==> src/rtl/matriz_scan_decoder_pkg.sv <==
// Shared definitions for the 5x7 matrix scan decoder: geometry, FSM encodings
// and the frame-index helper used by both the driver and decoder sides.
package matriz_scan_decoder_pkg;

    localparam int ROWS    = 5;
    localparam int COLS    = 7;
    localparam int FRAME_W = ROWS * COLS;

    typedef enum logic [1:0] {
        IDLE  = 2'd0,
        DWELL = 2'd1,
        HELD  = 2'd2
    } state_e;

    typedef enum logic [1:0] {
        CLS_NONE  = 2'd0,
        CLS_ONE   = 2'd1,
        CLS_MULTI = 2'd2
    } row_cls_e;

    // Bit position of LED (row r, column c) inside the packed frame.
    function automatic int unsigned pix_idx(input int unsigned r, input int unsigned c);
        return r * COLS + c;
    endfunction

    function automatic logic [2:0] onehot_idx(input logic [ROWS-1:0] v);
        logic [2:0] idx;
        idx = '0;
        for (int i = 0; i < ROWS; i++) begin
            if (v[i]) idx = 3'(i);
        end
        return idx;
    endfunction

endpackage

==> src/rtl/matriz_scan_decoder_if.sv <==
// Pin-side and frame-side signals of the scan decoder, grouped for port lists.
interface matriz_scan_decoder_if;
    import matriz_scan_decoder_pkg::*;

    logic [ROWS-1:0]    L;
    logic [COLS-1:0]    C;
    logic [FRAME_W-1:0] frame;
    logic               frame_valid;
    logic               frame_changed;
    logic [15:0]        change_cnt;
    logic               row_err;
    logic               scan_lost;

    modport master (
        output L, C,
        input  frame, frame_valid, frame_changed, change_cnt, row_err, scan_lost
    );

    modport slave (
        input  L, C,
        output frame, frame_valid, frame_changed, change_cnt, row_err, scan_lost
    );

endinterface

==> src/rtl/matriz_scan_decoder_sync2.sv <==
// Two-flop synchronizer for a bus of independently sampled asynchronous lines.
module matriz_scan_decoder_sync2 #(
    parameter int             W       = 1,
    parameter logic [W-1:0]   RST_VAL = '0
) (
    input  logic         clk_i,
    input  logic         rst_ni,
    input  logic [W-1:0] d_i,
    output logic [W-1:0] q_o
);

    logic [W-1:0] meta_q;
    logic [W-1:0] sync_q;

    always_ff @(posedge clk_i or negedge rst_ni) begin
        if (!rst_ni) begin
            meta_q <= RST_VAL;
            sync_q <= RST_VAL;
        end else begin
            meta_q <= d_i;
            sync_q <= meta_q;
        end
    end

    assign q_o = sync_q;

endmodule

==> src/rtl/matriz_scan_decoder.sv <==
// Rebuilds the 35-pixel frame from the multiplexed row/column lines of a 5x7
// LED matrix and publishes one frame per completed scan.
module matriz_scan_decoder
    import matriz_scan_decoder_pkg::*;
#(
    parameter logic ROW_ACT   = 1'b1,
    parameter logic COL_ACT   = 1'b1,
    parameter int   MIN_DWELL = 4,
    parameter int   TIMEOUT   = 4096
) (
    input  logic                   CLK,
    input  logic                   RST_N,
    matriz_scan_decoder_if.slave   bus
);

    localparam logic [15:0] TO_CNT    = 16'(TIMEOUT);
    localparam logic [7:0]  DWELL_CNT = 8'(MIN_DWELL);

    logic [ROWS-1:0]    l_sync;
    logic [COLS-1:0]    c_sync;
    logic [ROWS-1:0]    l_act;
    logic [COLS-1:0]    c_act;
    row_cls_e           cls;
    logic [2:0]         r_idx;

    state_e             state_q, state_d;
    logic [2:0]         row_q, row_d;
    logic [7:0]         dwell_q, dwell_d;
    logic [15:0]        idle_q, idle_d;
    logic [COLS-1:0]    c_prev_q;
    logic               cap;

    logic [ROWS-1:0]    mask_q, mask_d;
    logic [FRAME_W-1:0] buf_q, buf_d;
    logic [FRAME_W-1:0] frame_q;
    logic               fv_q, fc_q, err_q, lost_q;
    logic [15:0]        cnt_q;
    logic               pub, changed;

    // Synchronizers reset to the idle line level so the first sampled cycle reads as NONE.
    matriz_scan_decoder_sync2 #(.W(ROWS), .RST_VAL({ROWS{~ROW_ACT}})) u_sync_l (
        .clk_i (CLK), .rst_ni (RST_N), .d_i (bus.L), .q_o (l_sync)
    );

    matriz_scan_decoder_sync2 #(.W(COLS), .RST_VAL({COLS{~COL_ACT}})) u_sync_c (
        .clk_i (CLK), .rst_ni (RST_N), .d_i (bus.C), .q_o (c_sync)
    );

    assign l_act = l_sync ^ {ROWS{~ROW_ACT}};
    assign c_act = c_sync ^ {COLS{~COL_ACT}};
    assign r_idx = onehot_idx(l_act);

    always_comb begin
        if (l_act == '0)          cls = CLS_NONE;
        else if ($onehot(l_act))  cls = CLS_ONE;
        else                      cls = CLS_MULTI;
    end

    always_ff @(posedge CLK or negedge RST_N) begin
        if (!RST_N) begin
            state_q  <= IDLE;
            row_q    <= '0;
            dwell_q  <= '0;
            idle_q   <= '0;
            c_prev_q <= '0;
            err_q    <= 1'b0;
            lost_q   <= 1'b0;
            cnt_q    <= '0;
        end else begin
            state_q  <= state_d;
            row_q    <= row_d;
            dwell_q  <= dwell_d;
            idle_q   <= idle_d;
            c_prev_q <= c_act;
            err_q    <= err_q | (cls == CLS_MULTI);
            lost_q   <= (idle_d == TO_CNT);
            if (pub && changed) cnt_q <= cnt_q + 16'd1;
        end
    end

    // A capture fires on the cycle the dwell count reaches MIN_DWELL, including on entry.
    always_comb begin
        state_d = state_q;
        row_d   = row_q;
        dwell_d = dwell_q;
        cap     = 1'b0;
        unique case (state_q)
            IDLE: begin
                if (cls == CLS_ONE) begin
                    state_d = DWELL;
                    row_d   = r_idx;
                    dwell_d = 8'd1;
                end
            end
            DWELL: begin
                if (cls != CLS_ONE) begin
                    state_d = IDLE;
                end else if (r_idx != row_q) begin
                    row_d   = r_idx;
                    dwell_d = 8'd1;
                end else if (c_act != c_prev_q) begin
                    dwell_d = 8'd1;
                end else begin
                    dwell_d = dwell_q + 8'd1;
                end
            end
            HELD: begin
                if (cls != CLS_ONE) begin
                    state_d = IDLE;
                end else if (r_idx != row_q) begin
                    state_d = DWELL;
                    row_d   = r_idx;
                    dwell_d = 8'd1;
                end
            end
            default: state_d = IDLE;
        endcase
        if (state_d == DWELL && dwell_d == DWELL_CNT) begin
            cap     = 1'b1;
            state_d = HELD;
        end
    end

    // Publish reads the pre-capture buffer, so a same-cycle capture seeds the next frame.
    always_comb begin
        pub     = (mask_q == '1);
        changed = (buf_q != frame_q);
        idle_d  = (cls == CLS_ONE) ? 16'd0 :
                  (idle_q == TO_CNT) ? TO_CNT : idle_q + 16'd1;
        mask_d  = mask_q;
        buf_d   = buf_q;
        if (pub || idle_d == TO_CNT) mask_d = '0;
        if (cap) begin
            buf_d[pix_idx(32'(row_d), 0) +: COLS] = c_act;
            mask_d[row_d] = 1'b1;
        end
    end

    always_ff @(posedge CLK or negedge RST_N) begin
        if (!RST_N) begin
            mask_q  <= '0;
            buf_q   <= '0;
            frame_q <= '0;
            fv_q    <= 1'b0;
            fc_q    <= 1'b0;
        end else begin
            mask_q <= mask_d;
            buf_q  <= buf_d;
            fv_q   <= pub;
            fc_q   <= pub && changed;
            if (pub) frame_q <= buf_q;
        end
    end

    assign bus.frame         = frame_q;
    assign bus.frame_valid   = fv_q;
    assign bus.frame_changed = fc_q;
    assign bus.change_cnt    = cnt_q;
    assign bus.row_err       = err_q;
    assign bus.scan_lost     = lost_q;

endmodule

==> src/flat_wrapper.sv <==
// flat-port wrapper written by rule: the top's interface ports become plain ports
module matriz_scan_decoder_flat import matriz_scan_decoder_pkg::*;
#(
    parameter logic ROW_ACT   = 1'b1,
    parameter logic COL_ACT   = 1'b1,
    parameter int   MIN_DWELL = 4,
    parameter int   TIMEOUT   = 4096
)
  (CLK, RST_N, bus_L, bus_C, bus_frame, bus_frame_valid, bus_frame_changed, bus_change_cnt, bus_row_err, bus_scan_lost);
  matriz_scan_decoder_if bus_i ();
  input  logic CLK;
  input  logic RST_N;
  input wire logic [$bits(bus_i.L)-1:0] bus_L;
  input wire logic [$bits(bus_i.C)-1:0] bus_C;
  output wire logic [$bits(bus_i.frame)-1:0] bus_frame;
  output wire logic [$bits(bus_i.frame_valid)-1:0] bus_frame_valid;
  output wire logic [$bits(bus_i.frame_changed)-1:0] bus_frame_changed;
  output wire logic [$bits(bus_i.change_cnt)-1:0] bus_change_cnt;
  output wire logic [$bits(bus_i.row_err)-1:0] bus_row_err;
  output wire logic [$bits(bus_i.scan_lost)-1:0] bus_scan_lost;
  assign bus_i.L = bus_L;
  assign bus_i.C = bus_C;
  assign bus_frame = bus_i.frame;
  assign bus_frame_valid = bus_i.frame_valid;
  assign bus_frame_changed = bus_i.frame_changed;
  assign bus_change_cnt = bus_i.change_cnt;
  assign bus_row_err = bus_i.row_err;
  assign bus_scan_lost = bus_i.scan_lost;
  matriz_scan_decoder #(.ROW_ACT(ROW_ACT), .COL_ACT(COL_ACT), .MIN_DWELL(MIN_DWELL), .TIMEOUT(TIMEOUT)) u_core (.CLK(CLK), .RST_N(RST_N), .bus(bus_i));
endmodule
==> config.mk <==
export PLATFORM = sky130hd
export DESIGN_NAME = matriz_scan_decoder_flat
export DESIGN_NICKNAME = d
export VERILOG_FILES = /design/src/rtl/matriz_scan_decoder_pkg.sv /design/src/rtl/matriz_scan_decoder_if.sv /design/src/rtl/matriz_scan_decoder_sync2.sv /design/src/rtl/matriz_scan_decoder.sv /design/src/flat_wrapper.sv
export SDC_FILE = /design/constraint.sdc
export NUM_CORES = 1
export LEC_CHECK = 0
export ABC_AREA = 1
export BUFFER_PORTS_ARGS = -buffer_cell sky130_fd_sc_hd__buf_2
export CORE_UTILIZATION = 38
export CTS_CLUSTER_DIAMETER = 120
export DETAILED_ROUTE_END_ITERATION = 8
export PLACE_DENSITY = 0.54
export SETUP_SLACK_MARGIN = 0.02
export SLEW_MARGIN = 10
export SYNTH_ARGS = -nofsm -noshare
export SYNTH_HDL_FRONTEND = slang
export SYNTH_SLANG_ARGS = --single-unit
==> constraint.sdc <==
create_clock -name CLK -period 5.6 [get_ports CLK]
set_input_delay 0.28 -clock CLK [delete_from_list [all_inputs] [get_ports CLK]]
set_output_delay 0.28 -clock CLK [all_outputs]
set_load 0.02 [all_outputs]
# Yosys cells after proc, flatten, opt, wreduce, memory -nomap -nowiden
# Cells that the tools add are included.
classes:
  add_sub_neg: 8
  mul: 1
  order_cmp: 2
  n_eq_ne: 14
  n_shift: 2
  mux: 31
  bitwise_logic: 2
  n_reduce_logical: 7
ops:
  columns: ["cell", "count"]
  rows:
  - ["$mux 8", 6]
  - ["$bwmux 35", 1]
  - ["$ne 35x35->1", 1]
  - ["$shift 7x34->35 const A", 1]
  - ["$shiftx 7x34->35", 1]
  - ["$neg 6->34", 1]
  - ["$add 16x1->16 const B", 2]
  - ["$eq 16x13->1 const B", 2]
  - ["$mux 16", 2]
  - ["$pmux 8 s3", 1]
  - ["$mux 3", 6]
  - ["$mux 2", 7]
  - ["$mux 5", 2]
  - ["$add 8x1->8 const B", 1]
  - ["$eq 8x3->1 const B", 1]
  - ["$ne 7x7->1", 1]
  - ["$eq 2x1->1 const B", 3]
  - ["$mul 3x3->6 const B", 1]
  - ["$pmux 2 s3", 1]
  - ["$pmux 3 s2", 1]
  - ["$eq 5x5->1 const B", 1]
  - ["$logic_not 5->1", 1]
  - ["$or 5x5->5", 1]
  - ["$add 1x1->2", 2]
  - ["15 further kinds", 20]
totals:
  register_bits: 155
  input_bits: 14
  out_inout_bits: 55
  wordCells: 84

# Logic depth before layout (Yosys ltp)
# Gate-level depths: netlist (run 1).
logic_depth:
  word_depth: 15
  mapped_depth: 22
  depth_no_buf: 20

# Modules after synthesis
# A second synthesis (run 1) with hierarchy kept.
hier_totals:
  cells_unflattened: 970
  hier_area_um2: 8165.3
by_module_without_submodules:
  columns: ["module", "instances", "cells_each", "area_each_um2", "seq_area_each_um2"]
  rows:
  - ["matriz_scan_decoder", 1, 946, 7564.8, 3278.1]
  - ["matriz_scan_decoder_sync2 (u_core.u_sync_c)", 1, 14, 350.3, 350.3]
  - ["matriz_scan_decoder_sync2 (u_core.u_sync_l)", 1, 10, 250.2, 250.2]

# Worst setup path after synthesis (run 1)
# OpenSTA, ideal clock, no wires.
synth_path:
  kind: "register -> register"
  start: "reg u_core.u_sync_l.sync_q[2], in the netlist u_core.u_sync_l.q_o[2]"
  end: "reg u_core.buf_q[14]"
  setup_time_ns: 0.118
  arrival_time_ns: 3.411
  t_required_ns: 5.482
  path_slack_ns: 2.071
  stages_incl_launch_ff: 20
  path_buffers: 1
  path_cell_list: "dfrtp_1 inv_1 ha_1 fa_1 inv_1 fa_1 nand3_1 nor2_4 inv_2 nor2_2 inv_1 nand2_1 nand3_1 buf_2 ha_1 clkinv_1 nor3_1 nand4_2 nand2_1 nand2_1"
synth_between:
  elab_chain_cells: 13
synth_lines:
  columns: ["element", "line", "source"]
  rows:
  - ["start: declaration", "matriz_scan_decoder_sync2.sv:13", "logic [W-1:0] sync_q;"]
  - ["start signal: assignment", "matriz_scan_decoder_sync2.sv:21", "sync_q <= meta_q;"]
  - ["$add 1x1->2 (implied by the code)", "matriz_scan_decoder.sv:55", "else if ($onehot(l_act)) cls = CLS_ONE;"]
  - ["$add 3x3->3 (implied by the code)", "matriz_scan_decoder.sv:55", null]
  - ["$add 3x1->3 (implied by the code)", "matriz_scan_decoder.sv:55", null]
  - ["$eq 3x1->1", "matriz_scan_decoder.sv:55", null]
  - ["$mux 2", "matriz_scan_decoder.sv:55", null]
  - ["$mux 2", "matriz_scan_decoder.sv:54", "if (l_act == '0) cls = CLS_NONE;"]
  - ["$ne 2x1->1 / $eq 2x1->1 (equally long branches)", "matriz_scan_decoder.sv:96, matriz_scan_decoder.sv:108, matriz_scan_decoder.sv:89", null]
  - ["$mux 3 (on tied branches)", "matriz_scan_decoder.sv:108, matriz_scan_decoder.sv:89", null]
  - ["$pmux 3 s2", "matriz_scan_decoder.sv:87", "unique case (state_q)"]
  - ["$mul 3x3->6", "matriz_scan_decoder_pkg.sv:23", "return r * COLS + c;"]
  - ["$neg 6->34", "matriz_scan_decoder.sv:134", "buf_d[pix_idx(32'(row_d), 0) +: COLS] = c_act;"]
  - ["$shiftx 7x34->35 / $shift 7x34->35 (equally long branches)", "matriz_scan_decoder.sv:134", null]
  - ["$bwmux 35", "matriz_scan_decoder.sv:134", null]
  - ["end signal: assignment", "matriz_scan_decoder.sv:148", "buf_q <= buf_d;"]
  - ["end: declaration", "matriz_scan_decoder.sv:34", "logic [FRAME_W-1:0] buf_q, buf_d;"]
# Parallel ways exist; a longest one is shown, timed or not.
# A chain may end at the register's enable or synchronous reset.

# Worst setup path in the final report (run 1)
layout_path:
  start: "reg u_core.u_sync_l.sync_q[2], in the netlist u_core.u_sync_l.q_o[2]"
  end: "reg u_core.buf_q[27]"
# The elaborated chain is that of the path after synthesis.

==> flow_metrics.tcl, run 1 <==
set metrics [dict create \
    critPathKind "flip-flop to flip-flop" \
    die_area_mm2 0.0212 \
    netlist-cell-type-count 34 \
    syn-mean-instance-area_um2 8.25 \
    post-dp-hpwl_mm 12.9 \
    boundaryPins 69 \
    grt.total_usage 0.180 \
    critPathMaxFanout 20 \
    cts_tree "built" \
    drt-total-wl_mm 18.2 \
    layout_setup_ws_ns 0.904 \
    power_density_mw_per_mm2 385 \
    synth_fp_nets 983 \
    yosys_warnings 0 \
    drc 0 \
    ys.flop_type "dfrtp_1" \
    netlist_area_mm2 0.00784 \
    die_w_um 146 \
    antenna_found_initial 0 \
    fmax_mhz 213 \
    worst_ep_arrival_time_ns 5.05 \
    leakage_nw 4.90 \
    ys_ff_latch 155 \
    final-max-slew-violation-count 0 \
    cts_buffer_depth 2 \
    ant_nets 0 \
    finalSetupViolCount 0 \
    dr.pass1.iters 5 \
    min_period_ns 4.70 \
    grt_max_degree 80 \
    stdcell_count 1313 \
    hold_viol 0 \
    diodes 0 \
    slew_headroom 0.352 \
    core_mm2 0.0202 \
    placementRows 52 \
    h-tree-depth 4 \
    clk_pin_slew_ns 0.06 \
    n_fill_cell 2058 \
    rsz0062_at_grt "no" \
    clk_latency_ns 0.43 \
    fin_nets 1062 \
    root_buffer "clkbuf_16" \
    postSynth.asyncResetShare 1.00 \
    fin_skew_ns 0.0104 \
    die_h_um 146 \
    cp.required_ns 5.95 \
    synth_top_area_cell "dfrtp_1" \
    ctsResizeCount 0 \
    grt_pass1_wl_mm 30.2 \
    critical_path.endpoint_type "flip-flop" \
    clkSinkCount 155 \
    synth_edf_count 0 \
    cp-start-kind "flip-flop" \
    synth_most_common_cell "nand2_1" \
    fin_crit_sh 0.839 \
    synth-seq-area-share 0.495 \
    pre_cts_slack_ns 0.914 \
    grt_pass1_vias 5849 \
    drive_above_1_share 0.123 \
    area.growth.synth_to_final_pct 16.0 \
    min_path_type "flip-flop to flip-flop" \
    synth.area.top_cells "dfrtp_1 49%, nand2_1 15%, nand4_1 5.1%" \
    routed_via_density 4.78 \
    wl_per_cell_um 13.8 \
    num_vias 6270 \
    dpl.cell_count 1268 \
    synth_cells 951 \
    cts_buffers 17 \
    grt-ovfl-total 0 \
    fin_tns_setup_ns 0 \
    dr.first_iter.drc_count 401 \
    ir_drop_uv 202 \
    gp_congestion 0.880 \
    status "finished, final reports clean" \
    tightest_slew_ns 0.971 \
    place.port_buffers 68 \
    synth_top_area_share 0.495 \
    initial_core_util 0.388 \
    maxCapViolCount 0 \
    synth_common_cells "321 x nand2_1, 155 x dfrtp_1, 106 x inv_1" \
]
[worst max-delay path, cell delays in order, from the launching register on]
cell     delay [ns]
dfrtp_1        0.34
inv_1          0.07
ha_1           0.31
fa_1           0.17
inv_1          0.05
fa_1           0.47
nand3_1        0.13
nor2_4         0.38
inv_2          0.27
nor2_2         0.20
inv_1          0.09
nand2_1        0.06
nand3_1        0.35
ha_1           0.44
xor2_4         0.41
inv_2          0.12
nor2_2         0.45
nand4_1        0.18
nand2_1        0.11
[sequential cells by signal (all words and copies together) (netlist names)]
register / count
u_core.bus.change_cnt: 16
u_core.bus.scan_lost: 1
u_core.bus.frame_changed: 1
u_core.buf_q: 35
u_core.c_prev_q: 7
u_core.u_sync_l.meta_q: 5
u_core.mask_q: 5
u_core.state_q: 2
u_core.idle_q: 16
u_core.bus.row_err: 1
u_core.dwell_q: 8
u_core.u_sync_l.q_o: 5
u_core.bus.frame_valid: 1
u_core.row_q: 3
u_core.u_sync_c.q_o: 7
u_core.bus.frame: 35
u_core.u_sync_c.meta_q: 7
[metal layers]
layer	track usage	routed length [µm]
met1	0.252	8870
met2	0.285	8470
met3	0.0398	685
met4	0.0426	152
met5	0	0
[layout by cell type, fill, tap and decap left out, types with 8 or more instances in the layout]
master / instances
nor3_1: 25
xnor2_1: 34
nand2_1: 321
nand4_1: 64
nor2_1: 62
dfrtp_1: 155
dlygate4sd3_1: 13
xor2_1: 23
clkbuf_16: 17
inv_1: 106
ha_1: 16
nor2_2: 8
a21oi_1: 8
buf_2: 67
o21ai_0: 15
nand3_1: 50
[worst paths after layout]
path / to / cells past startpoint / start / slack (ns)
worst max-delay path: u_core.buf_q[27]$_DFFE_PN0P_ / 18 / u_core.u_sync_l.q_o[2]$_DFF_PN0_ / 0.90
worst min-delay path: u_core.u_sync_c.q_o[4]$_DFF_PN0_ / 0 / u_core.u_sync_c.meta_q[4]$_DFF_PN0_ / 0.34
worst max register to register: u_core.buf_q[27]$_DFFE_PN0P_ / 18 / u_core.u_sync_l.q_o[2]$_DFF_PN0_ / 0.90
worst min register to register: u_core.u_sync_c.q_o[4]$_DFF_PN0_ / 0 / u_core.u_sync_c.meta_q[4]$_DFF_PN0_ / 0.34
max in group asynchronous: u_core.mask_q[1]$_DFF_PN0_ / 3 / RST_N / 3.67
min in group asynchronous: u_core.idle_q[6]$_DFF_PN0_ / 2 / RST_N / 0.47
[kinds of logic after synthesis]
group / share of synthesized area
AOI/OAI and AO/OA: 0.0236
xor gates and xnor gates: 0.0672
and+or+nand+nor: 0.314
buffers and inverters: 0.0699
adders and majority gates: 0.0306
DFF: 0.495
[cell type report]
class	count	area, µm²	area share
Sequential cell	155	3880	0.426
Clock buffer	23	488	0.0536
Timing Repair Buffer	84	499	0.0549
Tap cell	270	338	0.0371
Multi-Input combinational cell	662	3420	0.376
Inverter	110	413	0.0454
Clock inverter	9	63.8	0.00701
[stage by stage]
| step | total power, mW | hold WS (ns) | cell area, µm² | utilization |
|---|---|---|---|---|
| final | 3.50 | 0.341 | 9100 | 0.450 |
| after CTS | 3.53 | 0.348 | 9100 | 0.450 |
| after detailed placement | 2.43 | 0.335 | 8420 | 0.416 |
| after floorplan | 2.18 | -0.0156 | 7840 | - |
| after global routing | 3.73 | 0.351 | 9100 | 0.450 |
| after global placement | 2.43 | 0.331 | 8420 | 0.416 |
[power by group]
| group | internal (mW) | leakage (nW) | switching [mW] |
|---|---|---|---|
| sequential | 1.23 | 2.07 | 0.102 |
| clock | 0.613 | 0.254 | 0.457 |
| combinational | 0.312 | 2.58 | 0.788 |
[what timing repair did]
action                                 in CTS  in global routing
hold buffers                               13                  0
setup buffers                               0                  0
endpoints found under the hold margin      90                  0
(Power assumes the default switching activity.)
==> run 2, diff against run 1 <==
--- a/config.mk
+++ b/config.mk
@@ -10,7 +10,7 @@
 export CORE_UTILIZATION = 38
 export CTS_CLUSTER_DIAMETER = 120
 export DETAILED_ROUTE_END_ITERATION = 8
-export PLACE_DENSITY = 0.54
+export PLACE_DENSITY = 0.56
 export SETUP_SLACK_MARGIN = 0.02
 export SLEW_MARGIN = 10
 export SYNTH_ARGS = -nofsm -noshare
==> constraint.sdc (replaced) <==
create_clock -name CLK -period 4.3 [get_ports CLK]
set_input_delay 0.215 -clock CLK [delete_from_list [all_inputs] [get_ports CLK]]
set_output_delay 0.215 -clock CLK [all_outputs]
set_load 0.02 [all_outputs]
==> flow_metrics.tcl, run 2 (synthesized netlist as in run 1, its figures left out) <==
set metrics [dict create \
    drt-total-wl_mm 17.9 \
    critPathKind "flip-flop to flip-flop" \
    cp-start-kind "flip-flop" \
    power_density_mw_per_mm2 515 \
    worstReg2RegEnd "u_core.buf_q[17]$_DFFE_PN0P_" \
    mostFrequentLayoutCell "nand2_1" \
    initial_core_util 0.388 \
    layout_common_cells "321 x nand2_1, 155 x dfrtp_1, 106 x inv_1" \
    grt_pass1_wl_mm 30.1 \
    clock_power_share 0.322 \
    slowest_stage "fa_1" \
    critical_path.endpoint_type "flip-flop" \
    die_h_um 146 \
    ir_drop_uv 324 \
    critPathTopFamily "simple AND/OR/NAND/NOR gates" \
    grt_pass1_vias 6014 \
    min_path_type "flip-flop to flip-flop" \
    critPathMaxFanout 16 \
    wl_per_cell_um 13.6 \
    multiInputGateArea_mm2 0.00342 \
    status "finished, final reports clean" \
    place_area_mm2 0.00847 \
    grt_max_degree 75 \
    tightest_slew_ns 0.702 \
    rsz0062_at_grt "no" \
    worst_ep_arrival_time_ns 4.17 \
    die_w_um 146 \
    drive_above_1_share 0.127 \
    cts_tree "built" \
    comb_power_share 0.312 \
    routed_via_density 4.78 \
    dr.first_iter.drc_count 473 \
    cp.required_ns 4.61 \
    slowest_delay_ns 0.47 \
    hold_viol 0 \
    grt_busiest_layer "met2" \
    switchingPower_mw 1.76 \
    antenna_found_initial 0 \
    final-max-slew-violation-count 0 \
    post-dp-hpwl_mm 12.8 \
    grtUsageMet3 0.0320 \
    fin_crit_sh 0.897 \
    die_area_mm2 0.0212 \
    clk_pin_slew_ns 0.06 \
    clk_latency_ns 0.43 \
    gp_congestion 0.837 \
    num_vias 6290 \
    layout_setup_ws_ns 0.442 \
    ff2ff_path_depth 18 \
    diodes 0 \
    grt-ovfl-total 0 \
    cts_buffer_depth 2 \
    clkSinkCount 155 \
    fin_skew_ns 0.00734 \
    cp-endpoint "u_core.buf_q[17]$_DFFE_PN0P_" \
    path_buf_inv 5 \
    startpoint "u_core.u_sync_l.q_o[2]$_DFF_PN0_" \
    internal-power_mw 2.97 \
    ctsResizeCount 0 \
    power.share.sequential 0.365 \
    grt_util_met1 0.251 \
    pre_cts_slack_ns 0.390 \
    fmax_mhz 259 \
    root_buffer "clkbuf_16" \
    ant_nets 0 \
    crit_chain "inv_1, ha_1, fa_1, inv_1, fa_1, nand3_1, nor2_4, inv_2, nor2_2, inv_1, nand2_1, nand3_1, ha_1, clkinv_1, nor3_1, nand4_2, nand2_1, nand2_1" \
    leakage_nw 4.96 \
    place.port_buffers 68 \
    h-tree-depth 4 \
    seqCellArea_mm2 0.00388 \
    rr_startpoint "u_core.u_sync_l.q_o[2]$_DFF_PN0_" \
    swShare 0.372 \
    placementRows 52 \
    fin_tns_setup_ns 0 \
    met2_usage 0.284 \
    finalSetupViolCount 0 \
    dr.pass1.iters 5 \
    core_mm2 0.0202 \
    grt.total_usage 0.179 \
    design_area_mm2 0.00920 \
    drc 0 \
    maxCapViolCount 0 \
    cts_buffers 17 \
    rrSetupSlack_ns 0.44 \
    crit_cells 18 \
    min_period_ns 3.86 \
    post_cts.repair.setup_buffers 0 \
    n_fill_cell 2006 \
    boundaryPins 69 \
    fin_nets 1067 \
    area.growth.synth_to_final_pct 17.4 \
    slew_headroom 0.532 \
]
-- run 2: changes by cell type in the layout (fill, tap and decap cells not counted), moves of 2 or more --
| cell | change |
|---|---|
| buf_4 | +4 |
| clkinvlp_4 | -3 |
| bufinv_16 | +2 |
| clkinv_2 | -2 |
| clkinv_4 | +2 |
-- run 2: power groups by stage --
stage | Clock (mW) | Sequential, mW | Combinational [mW]
6_report | 1.53 | 1.73 | 1.48
5_1_grt | 1.62 | 1.75 | 1.65
4_1_cts | 1.56 | 1.73 | 1.48
3_5_place_dp | 0 | 1.76 | 1.46
3_3_place_gp | 0 | 1.76 | 1.46
2_1_floorplan | 0 | 1.71 | 1.13
-- run 2: what timing repair did --
action                                  in CTS  in global routing
hold buffers                                13                  0
hold endpoints to repair                    84                  0
endpoints found under the setup margin       0                  1
-- run 2: cell type report --
type                       count  area share
sequential                   155       0.421
multi-input combinational    662       0.371
timing repair buffer          89      0.0597
clock buffer                  23      0.0541
inverter                     110      0.0449
tap                          270      0.0367
clock inverter                 8      0.0118
-- run 2: worst min path at each step --
stage                                   startpoint                          endpoint  cells past startpoint
4_1_cts        u_core.u_sync_l.meta_q[2]$_DFF_PN0_  u_core.u_sync_l.q_o[2]$_DFF_PN0_                      0
3_5_place_dp                                 RST_N        u_core.idle_q[4]$_DFF_PN0_                      1
6_report       u_core.u_sync_c.meta_q[6]$_DFF_PN0_  u_core.u_sync_c.q_o[6]$_DFF_PN0_                      0
3_3_place_gp                                 RST_N        u_core.idle_q[5]$_DFF_PN0_                      1
2_1_floorplan                                RST_N       u_core.buf_q[0]$_DFFE_PN0P_                      0
5_1_grt        u_core.u_sync_c.meta_q[0]$_DFF_PN0_  u_core.u_sync_c.q_o[0]$_DFF_PN0_                      0
-- run 2: through the flow --
step / hold WS (ns) / total power, mW / utilization / cells
CTS: 0.348 / 4.78 / 0.455 / 1317
global route: 0.352 / 5.02 / 0.455 / 1317
global placement: 0.286 / 3.22 / 0.418 / 1273
detailed placement: 0.287 / 3.22 / 0.418 / 1273
finish: 0.346 / 4.74 / 0.455 / 1317
floorplan: -0.0806 / 2.84 / - / 951
-- run 2: metal layers --
metal,part of all wire,wire (µm)
met3,0.031,557
met4,0.010,186
met1,0.50,8970
met5,0,0
met2,0.46,8230
==> run 3, diff against run 2 <==
--- a/config.mk
+++ b/config.mk
@@ -10,7 +10,8 @@
 export CORE_UTILIZATION = 38
 export CTS_CLUSTER_DIAMETER = 120
 export DETAILED_ROUTE_END_ITERATION = 8
-export PLACE_DENSITY = 0.56
+export PLACE_DENSITY = 0.61
+export RECOVER_POWER = 50
 export SETUP_SLACK_MARGIN = 0.02
 export SLEW_MARGIN = 10
 export SYNTH_ARGS = -nofsm -noshare
==> flow_metrics.tcl, run 3 (synthesized netlist as in run 1, its figures left out) <==
set metrics [dict create \
    fin_nets 1067 \
    worstHoldStart "u_core.u_sync_c.meta_q[2]$_DFF_PN0_" \
    gp_congestion 0.873 \
    ant_nets 0 \
    post-dp-hpwl_mm 12.9 \
    whs_ns 0.347 \
    num_vias 6399 \
    routed_via_density 4.86 \
    root_buffer "clkbuf_16" \
    critPathKind "flip-flop to flip-flop" \
    boundaryPins 69 \
    diodes 0 \
    rr_startpoint "u_core.u_sync_l.q_o[2]$_DFF_PN0_" \
    post_cts.repair.setup_buffers 0 \
    leakage_nw 4.71 \
    fin_tns_setup_ns 0 \
    slowest_stage "fa_1" \
    placementRows 52 \
    crit_chain "inv_1, ha_1, fa_1, inv_1, fa_1, nand3_1, nor2_4, inv_2, nor2_2, inv_1, nand2_1, nand3_1, buf_4, inv_1, ha_1, inv_1, nor2_1, nand4_2, nand2_1, nand2_1" \
    critPathMaxFanout 16 \
    min_path_type "flip-flop to flip-flop" \
    place_area_mm2 0.00845 \
    initial_core_util 0.388 \
    fin_crit_sh 0.911 \
    layout_common_cells "321 x nand2_1, 155 x dfrtp_1, 106 x inv_1" \
    whs_path_depth 0 \
    finalSetupViolCount 0 \
    grt.total_usage 0.181 \
    status "finished, violations left" \
    power_mw 4.71 \
    drive_above_1_share 0.0745 \
    antenna_found_initial 0 \
    min_period_ns 3.92 \
    die_area_mm2 0.0212 \
    die_h_um 146 \
    final_util 0.450 \
    dr.first_iter.drc_count 413 \
    design_area_mm2 0.00910 \
    place.port_buffers 68 \
    slowest_delay_ns 0.48 \
    hold_viol 0 \
    dr.pass1.iters 5 \
    mostFrequentLayoutCell "nand2_1" \
    grt-ovfl-total 0 \
    grt_pass1_vias 6173 \
    cts_tree "built" \
    critPathTopFamily "simple AND/OR/NAND/NOR gates" \
    die_w_um 146 \
    ir_drop_uv 361 \
    fin_skew_ns 0.00827 \
    cp.required_ns 4.60 \
    worst_ep_arrival_time_ns 4.22 \
    tightest_slew_ns 2.26 \
    wl_per_cell_um 13.7 \
    grt_pass1_wl_mm 30.6 \
    maxCapViolCount 2 \
    met2_usage 0.282 \
    power_density_mw_per_mm2 517 \
    crit_top_cell "inv_1" \
    grt_busiest_layer "met2" \
    h-tree-depth 4 \
    n_fill_cell 1999 \
    ff2ff_path_depth 20 \
    fmax_mhz 255 \
    clkSinkCount 155 \
    clk_latency_ns 0.42 \
    area.growth.synth_to_final_pct 16.0 \
    cts_buffer_depth 2 \
    drc 0 \
    violations "max-capacitance violations, max-slew violations" \
    path_buf_inv 7 \
    hold_path_end "u_core.u_sync_c.q_o[2]$_DFF_PN0_" \
    slew_headroom -0.504 \
    crit_cells 20 \
    rrSetupSlack_ns 0.38 \
    grt_max_degree 90 \
    worstReg2RegEnd "u_core.buf_q[21]$_DFFE_PN0P_" \
    cp-start-kind "flip-flop" \
    critical_path.endpoint_type "flip-flop" \
    cts_buffers 17 \
    rsz0062_at_grt "no" \
    grtUsageMet3 0.0351 \
    drt-total-wl_mm 18.0 \
    core_mm2 0.0202 \
    final-max-slew-violation-count 128 \
    clk_pin_slew_ns 0.06 \
    grt_util_met1 0.254 \
]
==> run 3: final cells by class <==
class	count	area (µm²)	area share
well taps	270	338	0.0371
multi-input cells	662	3420	0.376
flip-flops and latches	155	3880	0.426
clock inverters	12	141	0.0155
inverters	110	413	0.0454
clock buffers	19	453	0.0498
repair buffers	89	455	0.0501
==> run 3: worst max-delay path by stage <==
stage | startpoint | end | slack (ns)
4_1_cts | u_core.u_sync_l.q_o[2]$_DFF_PN0_ | u_core.buf_q[21]$_DFFE_PN0P_ | 0.39
6_report | u_core.u_sync_l.q_o[2]$_DFF_PN0_ | u_core.buf_q[21]$_DFFE_PN0P_ | 0.38
3_3_place_gp | u_core.u_sync_l.q_o[2]$_DFF_PN0_ | u_core.buf_q[1]$_DFFE_PN0P_ | 0.48
5_1_grt | u_core.u_sync_l.q_o[3]$_DFF_PN0_ | u_core.buf_q[21]$_DFFE_PN0P_ | 0.03
2_1_floorplan | u_core.u_sync_l.q_o[2]$_DFF_PN0_ | u_core.buf_q[14]$_DFFE_PN0P_ | 0.77
3_5_place_dp | u_core.u_sync_l.q_o[2]$_DFF_PN0_ | u_core.buf_q[25]$_DFFE_PN0P_ | 0.43
==> run 3: power breakdown <==
part	internal, mW	switching (mW)	total, mW
clock network	0.889	0.614	1.50
registers	1.60	0.133	1.73
logic	0.439	1.03	1.47
total	2.93	1.78	4.71
==> run 3: worst reg2reg max path, delay by kind of cell (launching register included) <==
family | cells | cell delay [ns]
adder cells (fa/ha/maj) | 4 | 1.29
flip-flops | 1 | 0.34
buffers and inverters | 7 | 0.77
AND/OR/NAND/NOR | 9 | 1.39
==> run 3: per-layer routing <==
layer	vias to the layer above	part of all wire
met3	26	0.039
met1	3014	0.49
met4	0	0.016
met5	-	0
met2	150	0.46
li1	3209	-
==> run 3: metrics by stage <==
| stage | setup WS (ns) | instances |
|---|---|---|
| after global placement | 0.482 | 1273 |
| final | 0.384 | 1317 |
| after detailed placement | 0.430 | 1273 |
| after floorplan | 0.771 | 951 |
| after CTS | 0.387 | 1317 |
| after global routing | 0.0331 | 1317 |
==> run 3: timing repair <==
item	4_1_cts	5_1_grt
endpoints found under the hold margin	99	0
gates resized for setup	0	0
setup endpoints to repair	0	0
hold buffers	13	0
